--- config.mk ---
export PLATFORM = sky130hd
export DESIGN_NAME = vga_bounce_top_flat
export DESIGN_NICKNAME = d
export VERILOG_FILES = /design/src/rtl/vga_bounce_top_if.sv /design/src/rtl/vga_bounce_top.sv /design/src/flat_wrapper.sv
export SDC_FILE = /design/constraint.sdc
export NUM_CORES = 1
export LEC_CHECK = 0
export ABC_CLOCK_PERIOD_IN_PS = 4010
export CAP_MARGIN = 30
export CORE_MARGIN = 2
export CORE_UTILIZATION = 25
export DETAILED_ROUTE_END_ITERATION = 7
export SYNTH_ARGS = -nofsm -noshare
export SYNTH_HDL_FRONTEND = slang
export SYNTH_SLANG_ARGS = --single-unit
--- constraint.sdc ---
create_clock -name CLOCK_50 -period 4.01 [get_ports CLOCK_50]
set_input_delay 0.401 -clock CLOCK_50 [delete_from_list [all_inputs] [get_ports CLOCK_50]]
set_output_delay 0.401 -clock CLOCK_50 [all_outputs]
set_load 0.01 [all_outputs]
--- src/rtl/vga_bounce_top_if.sv ---
// Pixel-write bus between the bouncing-square animator and the board's VGA simulator.
// One pixel is written per clock cycle while plot is high.
interface vga_bounce_top_if;
    logic [9:0] VGA_X;
    logic [8:0] VGA_Y;
    logic [2:0] VGA_COLOR;
    logic       plot;

    modport master (output VGA_X, VGA_Y, VGA_COLOR, plot);
    modport slave  (input  VGA_X, VGA_Y, VGA_COLOR, plot);
endinterface

--- src/rtl/vga_bounce_top.sv ---
// Bouncing-square VGA demo: clears the screen, then loops draw / wait / erase / move,
// stepping the colour on every edge bounce. All pixel-bus outputs are registered.
module vga_bounce_top #(
    parameter int XRES        = 160,
    parameter int YRES        = 120,
    parameter int BOX         = 4,
    parameter int FRAME_TICKS = 833333
) (
    input  logic                     CLOCK_50,
    input  logic [3:0]               KEY,
    vga_bounce_top_if.master         vga
);

    typedef enum logic [2:0] {
        S_CLEAR,
        S_DRAW,
        S_WAIT,
        S_ERASE,
        S_MOVE
    } state_t;

    localparam int TW = (FRAME_TICKS > 1) ? $clog2(FRAME_TICKS) : 1;

    localparam logic [9:0]    X_LAST = 10'(XRES - 1);
    localparam logic [8:0]    Y_LAST = 9'(YRES - 1);
    localparam logic [9:0]    BX_MAX = 10'(XRES - BOX);
    localparam logic [8:0]    BY_MAX = 9'(YRES - BOX);
    localparam logic [9:0]    I_LAST = 10'(BOX - 1);
    localparam logic [8:0]    J_LAST = 9'(BOX - 1);
    localparam logic [TW-1:0] T_LAST = TW'(FRAME_TICKS - 1);

    logic rst;
    logic pause;
    logic unused_keys;

    assign rst         = KEY[0];
    assign pause       = KEY[1];
    assign unused_keys = ^KEY[3:2];

    state_t        state;
    logic [9:0]    cx;        // raster column during CLEAR, square offset i otherwise
    logic [8:0]    cy;        // raster row during CLEAR, square offset j otherwise
    logic [TW-1:0] tick;
    logic [9:0]    bx;
    logic [8:0]    by;
    logic          dir_x;     // 1 = moving right
    logic          dir_y;     // 1 = moving down
    logic [2:0]    colour;

    // Next-position logic for MOVE. A reversal flips the direction first and then
    // steps one pixel in the new direction, which covers both the far and near edge.
    logic       flip_x, flip_y;
    logic       dir_x_next, dir_y_next;
    logic [9:0] bx_next;
    logic [8:0] by_next;
    logic [2:0] colour_next;

    // NOTE: every always_comb output gets a default first so no path leaves it
    // unassigned, which would otherwise infer a latch.
    always_comb begin
        flip_x      = 1'b0;
        flip_y      = 1'b0;
        colour_next = colour;

        if (dir_x) flip_x = (bx == BX_MAX);
        else       flip_x = (bx == 10'd0);
        if (dir_y) flip_y = (by == BY_MAX);
        else       flip_y = (by == 9'd0);

        dir_x_next = dir_x ^ flip_x;
        dir_y_next = dir_y ^ flip_y;
        bx_next    = dir_x_next ? bx + 10'd1 : bx - 10'd1;
        by_next    = dir_y_next ? by + 9'd1  : by - 9'd1;

        if (flip_x || flip_y)
            colour_next = (colour == 3'd7) ? 3'd1 : colour + 3'd1;
    end

    // NOTE: sequential state uses non-blocking assignments only, so every register
    // samples the pre-edge values regardless of statement order.
    always_ff @(posedge CLOCK_50 or posedge rst) begin
        if (rst) begin
            state         <= S_CLEAR;
            cx            <= '0;
            cy            <= '0;
            tick          <= '0;
            bx            <= '0;
            by            <= '0;
            dir_x         <= 1'b1;
            dir_y         <= 1'b1;
            colour        <= 3'b010;
            vga.plot      <= 1'b0;
            vga.VGA_X     <= '0;
            vga.VGA_Y     <= '0;
            vga.VGA_COLOR <= '0;
        end else begin
            case (state)
                S_CLEAR: begin
                    vga.plot      <= 1'b1;
                    vga.VGA_X     <= cx;
                    vga.VGA_Y     <= cy;
                    vga.VGA_COLOR <= 3'd0;
                    if (cx == X_LAST) begin
                        cx <= '0;
                        if (cy == Y_LAST) begin
                            cy    <= '0;
                            state <= S_DRAW;
                        end else begin
                            cy <= cy + 9'd1;
                        end
                    end else begin
                        cx <= cx + 10'd1;
                    end
                end

                S_DRAW, S_ERASE: begin
                    vga.plot      <= 1'b1;
                    vga.VGA_X     <= bx + cx;
                    vga.VGA_Y     <= by + cy;
                    vga.VGA_COLOR <= (state == S_DRAW) ? colour : 3'd0;
                    if (cx == I_LAST) begin
                        cx <= '0;
                        if (cy == J_LAST) begin
                            cy    <= '0;
                            state <= (state == S_DRAW) ? S_WAIT : S_MOVE;
                        end else begin
                            cy <= cy + 9'd1;
                        end
                    end else begin
                        cx <= cx + 10'd1;
                    end
                end

                S_WAIT: begin
                    vga.plot <= 1'b0;
                    if (tick == T_LAST) begin
                        tick <= '0;
                        if (!pause) state <= S_ERASE;
                    end else begin
                        tick <= tick + TW'(1);
                    end
                end

                S_MOVE: begin
                    vga.plot <= 1'b0;
                    bx       <= bx_next;
                    by       <= by_next;
                    dir_x    <= dir_x_next;
                    dir_y    <= dir_y_next;
                    colour   <= colour_next;
                    state    <= S_DRAW;
                end

                default: begin
                    vga.plot <= 1'b0;
                    state    <= S_CLEAR;
                end
            endcase
        end
    end

endmodule

--- src/flat_wrapper.sv ---
// flat-port wrapper written by rule: the top's interface ports become plain ports
module vga_bounce_top_flat 
#(
    parameter int XRES        = 160,
    parameter int YRES        = 120,
    parameter int BOX         = 4,
    parameter int FRAME_TICKS = 833333
)
  (CLOCK_50, KEY, vga_VGA_X, vga_VGA_Y, vga_VGA_COLOR, vga_plot);
  vga_bounce_top_if vga_i ();
  input  logic CLOCK_50;
  input  logic [3:0] KEY;
  output wire logic [$bits(vga_i.VGA_X)-1:0] vga_VGA_X;
  output wire logic [$bits(vga_i.VGA_Y)-1:0] vga_VGA_Y;
  output wire logic [$bits(vga_i.VGA_COLOR)-1:0] vga_VGA_COLOR;
  output wire logic [$bits(vga_i.plot)-1:0] vga_plot;
  assign vga_VGA_X = vga_i.VGA_X;
  assign vga_VGA_Y = vga_i.VGA_Y;
  assign vga_VGA_COLOR = vga_i.VGA_COLOR;
  assign vga_plot = vga_i.plot;
  vga_bounce_top #(.XRES(XRES), .YRES(YRES), .BOX(BOX), .FRAME_TICKS(FRAME_TICKS)) u_core (.CLOCK_50(CLOCK_50), .KEY(KEY), .vga(vga_i));
endmodule
==> impl_results.md <==
- Run status: completed
- # resized after CTS: 0
- WL per Instance: 14.5 µm
- H-tree Lvls: 3
- Root buffer cell: clkbuf_16
- Final setup TNS: 0 ns
- Final worst path period share: 0.859
- Final setup violation count: 0
- Vias after detailed routing: 4755
- Antenna diodes: 0
- Post-synth top flop: dfrtp_1
- FF+latch count, synth: 89
- Nets: 718
- Global-route wire length before repair: 23900 µm
- Post-Syn Area: 0.00574 mm²
- Slew of the pin with the lowest slew margin: 0.732 ns
- Sw frac: 0.214
- Worst reg2reg setup slack: 0.57 ns
- Die Ht: 155 µm
- Clock share of power: 0.491
- Num CTS Buffers: 9
- Number of flops mapped to enable cells by yosys: 0
- Cell at the slowest stage of the critical path: or4_1
- Async S/R FF share, synth: 1.00
- Worst Hold Class: input port to asynchronous set/reset pin
- Initial antenna violation count: 0
- Sw Pwr: 0.389 mW
- Clk_lat worst skew: 0.35 ns
- Area post-placement: 0.00638 mm²
- 1st-pass router iterations: 4
- CP Class: register to register
- Worst Skew: 0.00747 ns
- Commonest non-fill, non-tap cells in the layout: 86 x dfrtp_1, 57 x o21ai_0, 56 x nand2_1
- CP endpoint kind: register
- Commonest non-fill, non-tap cell in the layout: dfrtp_1
- Post-CTS setup repair buffer count: 0
- Syn Nets: 689
- Seq/Total Area, Yosys: 0.389
- Syn avg cell area: 8.94 µm²
- Worst reg2reg endpoint: u_core.by[8]
- Worst ir drop on vdd: 0.197 mV
- Sequential Power Share: 0.495
- Req. time, crit path: 4.25 ns
- Antenna-violating nets left: 0
- Clock net sink count: 89
- Count of final hold-check violations: 0
- RSZ-0062 raised after global routing: no
- Largest net degree at the start of global routing: 33
- Worst Path Max Fanout: 5
- Reg2reg path depth: 11
- R2r startpoint: u_core.by[1]
- Max Slew Vio Count: 0
- Core Region: 0.0226 mm²
- Mapped Cells: 642
- Clock transition at path regs: 0.06 ns
- WHS: 0.401 ns
- Crit-path cells: inv_1 -> nand3_1 -> o31a_1 -> nor2_1 -> ha_1 -> nor2b_1 -> o2111a_1 -> a211oi_1 -> a21oi_1 -> or4_1 -> a32o_1
- Post-route design area: 0.00670 mm²
- Hold buffer count at cts: 0
- IO Pins: 28
- CP Launch Type: register
- DP HPWL: 10200 µm
- Yosys warns: 0
- Number of port buffers: 25
- Combinational fraction of design power: 0.014
- Row cnt: 55
- Clock buffer depth: 2
- Setup crit start: u_core.by[1]
- CP max stage delay: 0.52 ns
- CTS tree: yes
- Routability congestion estimate: 0.795
- Number of DRC markers in iteration 0: 261
- Vias per cell: 4.95
- Area growth, synth to finish: 16.8%
- Vias in the first global route: 4711
- Die W: 155 µm
- Die area: 0.0242 mm²
- Relative slew slack: 0.512
- GRT Total Usage: 0.123
- Initial Util: 0.254
- Pwr dens: 271 mW/mm²
- GRT Residual Overflow: 0
- Max Cap Viol: 0
- Synth cell types: 61
- Remaining routing DRC violations: 0
- Int Power: 1.42 mW
- Fraction of layout cells with a size suffix above 1: 0.0710
- Final WL: 13900 µm
- Tmin final: 3.44 ns
- Worst path arrival time: 3.68 ns
- Leakage: 2.99 nW
- FMAX: 290 MHz
## cell type report
class / count / area, µm²
clock buffers: 11 / 253
clock inverters: 5 / 61.3
fillers: 2370 / 15900
inverters: 26 / 98.8
multi-input cells: 505 / 3320
flip-flops and latches: 89 / 2230
well taps: 285 / 357
repair buffers: 40 / 375
## power by group through the flow
| stage | Combinational, mW | Clock [mW] | Sequential (mW) |
|---|---|---|---|
| after floorplan | 0.0137 | 0 | 0.915 |
| after global placement | 0.0241 | 0 | 0.915 |
| after detailed placement | 0.0267 | 0 | 0.915 |
| after CTS | 0.0266 | 0.912 | 0.897 |
| after global routing | 0.0296 | 0.953 | 0.897 |
| final | 0.0246 | 0.891 | 0.898 |
## cells by family after synthesis
kind of cell | synth area share
and+or+nand+nor | 0.198
AOI/OAI and AO/OA | 0.201
DFF | 0.389
buffers and inverters | 0.0318
xor gates and xnor gates | 0.0687
adders and majority gates | 0.0968
muxes | 0.0146
## worst max-delay path by stage
stage / end / slack, ns / depth (start not counted)
2_1_floorplan: u_core.by[8] / 0.63 / 11
3_3_place_gp: u_core.by[8] / 0.61 / 11
3_5_place_dp: u_core.by[8] / 0.56 / 11
4_1_cts: u_core.by[8] / 0.54 / 11
5_1_grt: u_core.by[8] / 0.31 / 11
6_report: u_core.by[8] / 0.57 / 11
## synthesized netlist by cell type (6+ instances only)
| cell type | number | area [µm²] |
|---|---|---|
| dfrtp_1 | 86 | 2150 |
| o21ai_0 | 57 | 285 |
| nand2_1 | 56 | 210 |
| nor2_1 | 55 | 206 |
| a21oi_1 | 38 | 190 |
| ha_1 | 38 | 475 |
| inv_1 | 25 | 93.8 |
| nand3_1 | 23 | 115 |
| xnor2_1 | 23 | 201 |
| xor2_1 | 22 | 193 |
| nor3_1 | 19 | 95.1 |
| clkbuf_1 | 17 | 63.8 |
| o22ai_1 | 15 | 93.8 |
| and3_1 | 12 | 75.1 |
| nand2b_1 | 12 | 75.1 |
| nand4_1 | 12 | 75.1 |
| or3_1 | 10 | 62.6 |
| a21o_1 | 9 | 67.6 |
| a31oi_1 | 7 | 43.8 |
| nor4_1 | 7 | 43.8 |
| a211oi_1 | 6 | 45.0 |
## layer usage
metal	wire length (µm)	global-route usage	up-vias
met3	688	0.0192	11
met1	6460	0.164	2258
met4	174	0.0476	0
li1	-	-	2406
met5	0	0	-
met2	6570	0.200	80
## registers in the layout, indices dropped and copies added, names as in the netlist
register              count
u_core.dir_y              1
u_core.vga.VGA_Y          9
u_core.dir_x              1
u_core.colour             3
u_core.state              3
u_core.vga.VGA_X         10
u_core.vga.VGA_COLOR      3
u_core.vga.plot           1
u_core.bx                10
u_core.cy                 9
u_core.by                 9
u_core.tick              20
u_core.cx                10
## critical path, delay by kind of cell (launching register included)
family                   cells  cell delay [ns]
flip-flops                   1             0.43
buffers and inverters        1             0.17
adder cells (fa/ha/maj)      1             0.33
AND/OR/NAND/NOR              4             1.09
AO/OA/AOI/OAI                5             1.31
## stage by stage
stage	util	setup slack [ns]	total power, mW	instances
after floorplan	-	0.626	0.928	642
after global placement	0.282	0.607	0.939	944
after detailed placement	0.283	0.558	0.941	945
after CTS	0.297	0.543	1.84	961
after global routing	0.297	0.306	1.88	961
final	0.297	0.566	1.81	961
No activity file was read; power rests on OpenSTA's default activity.
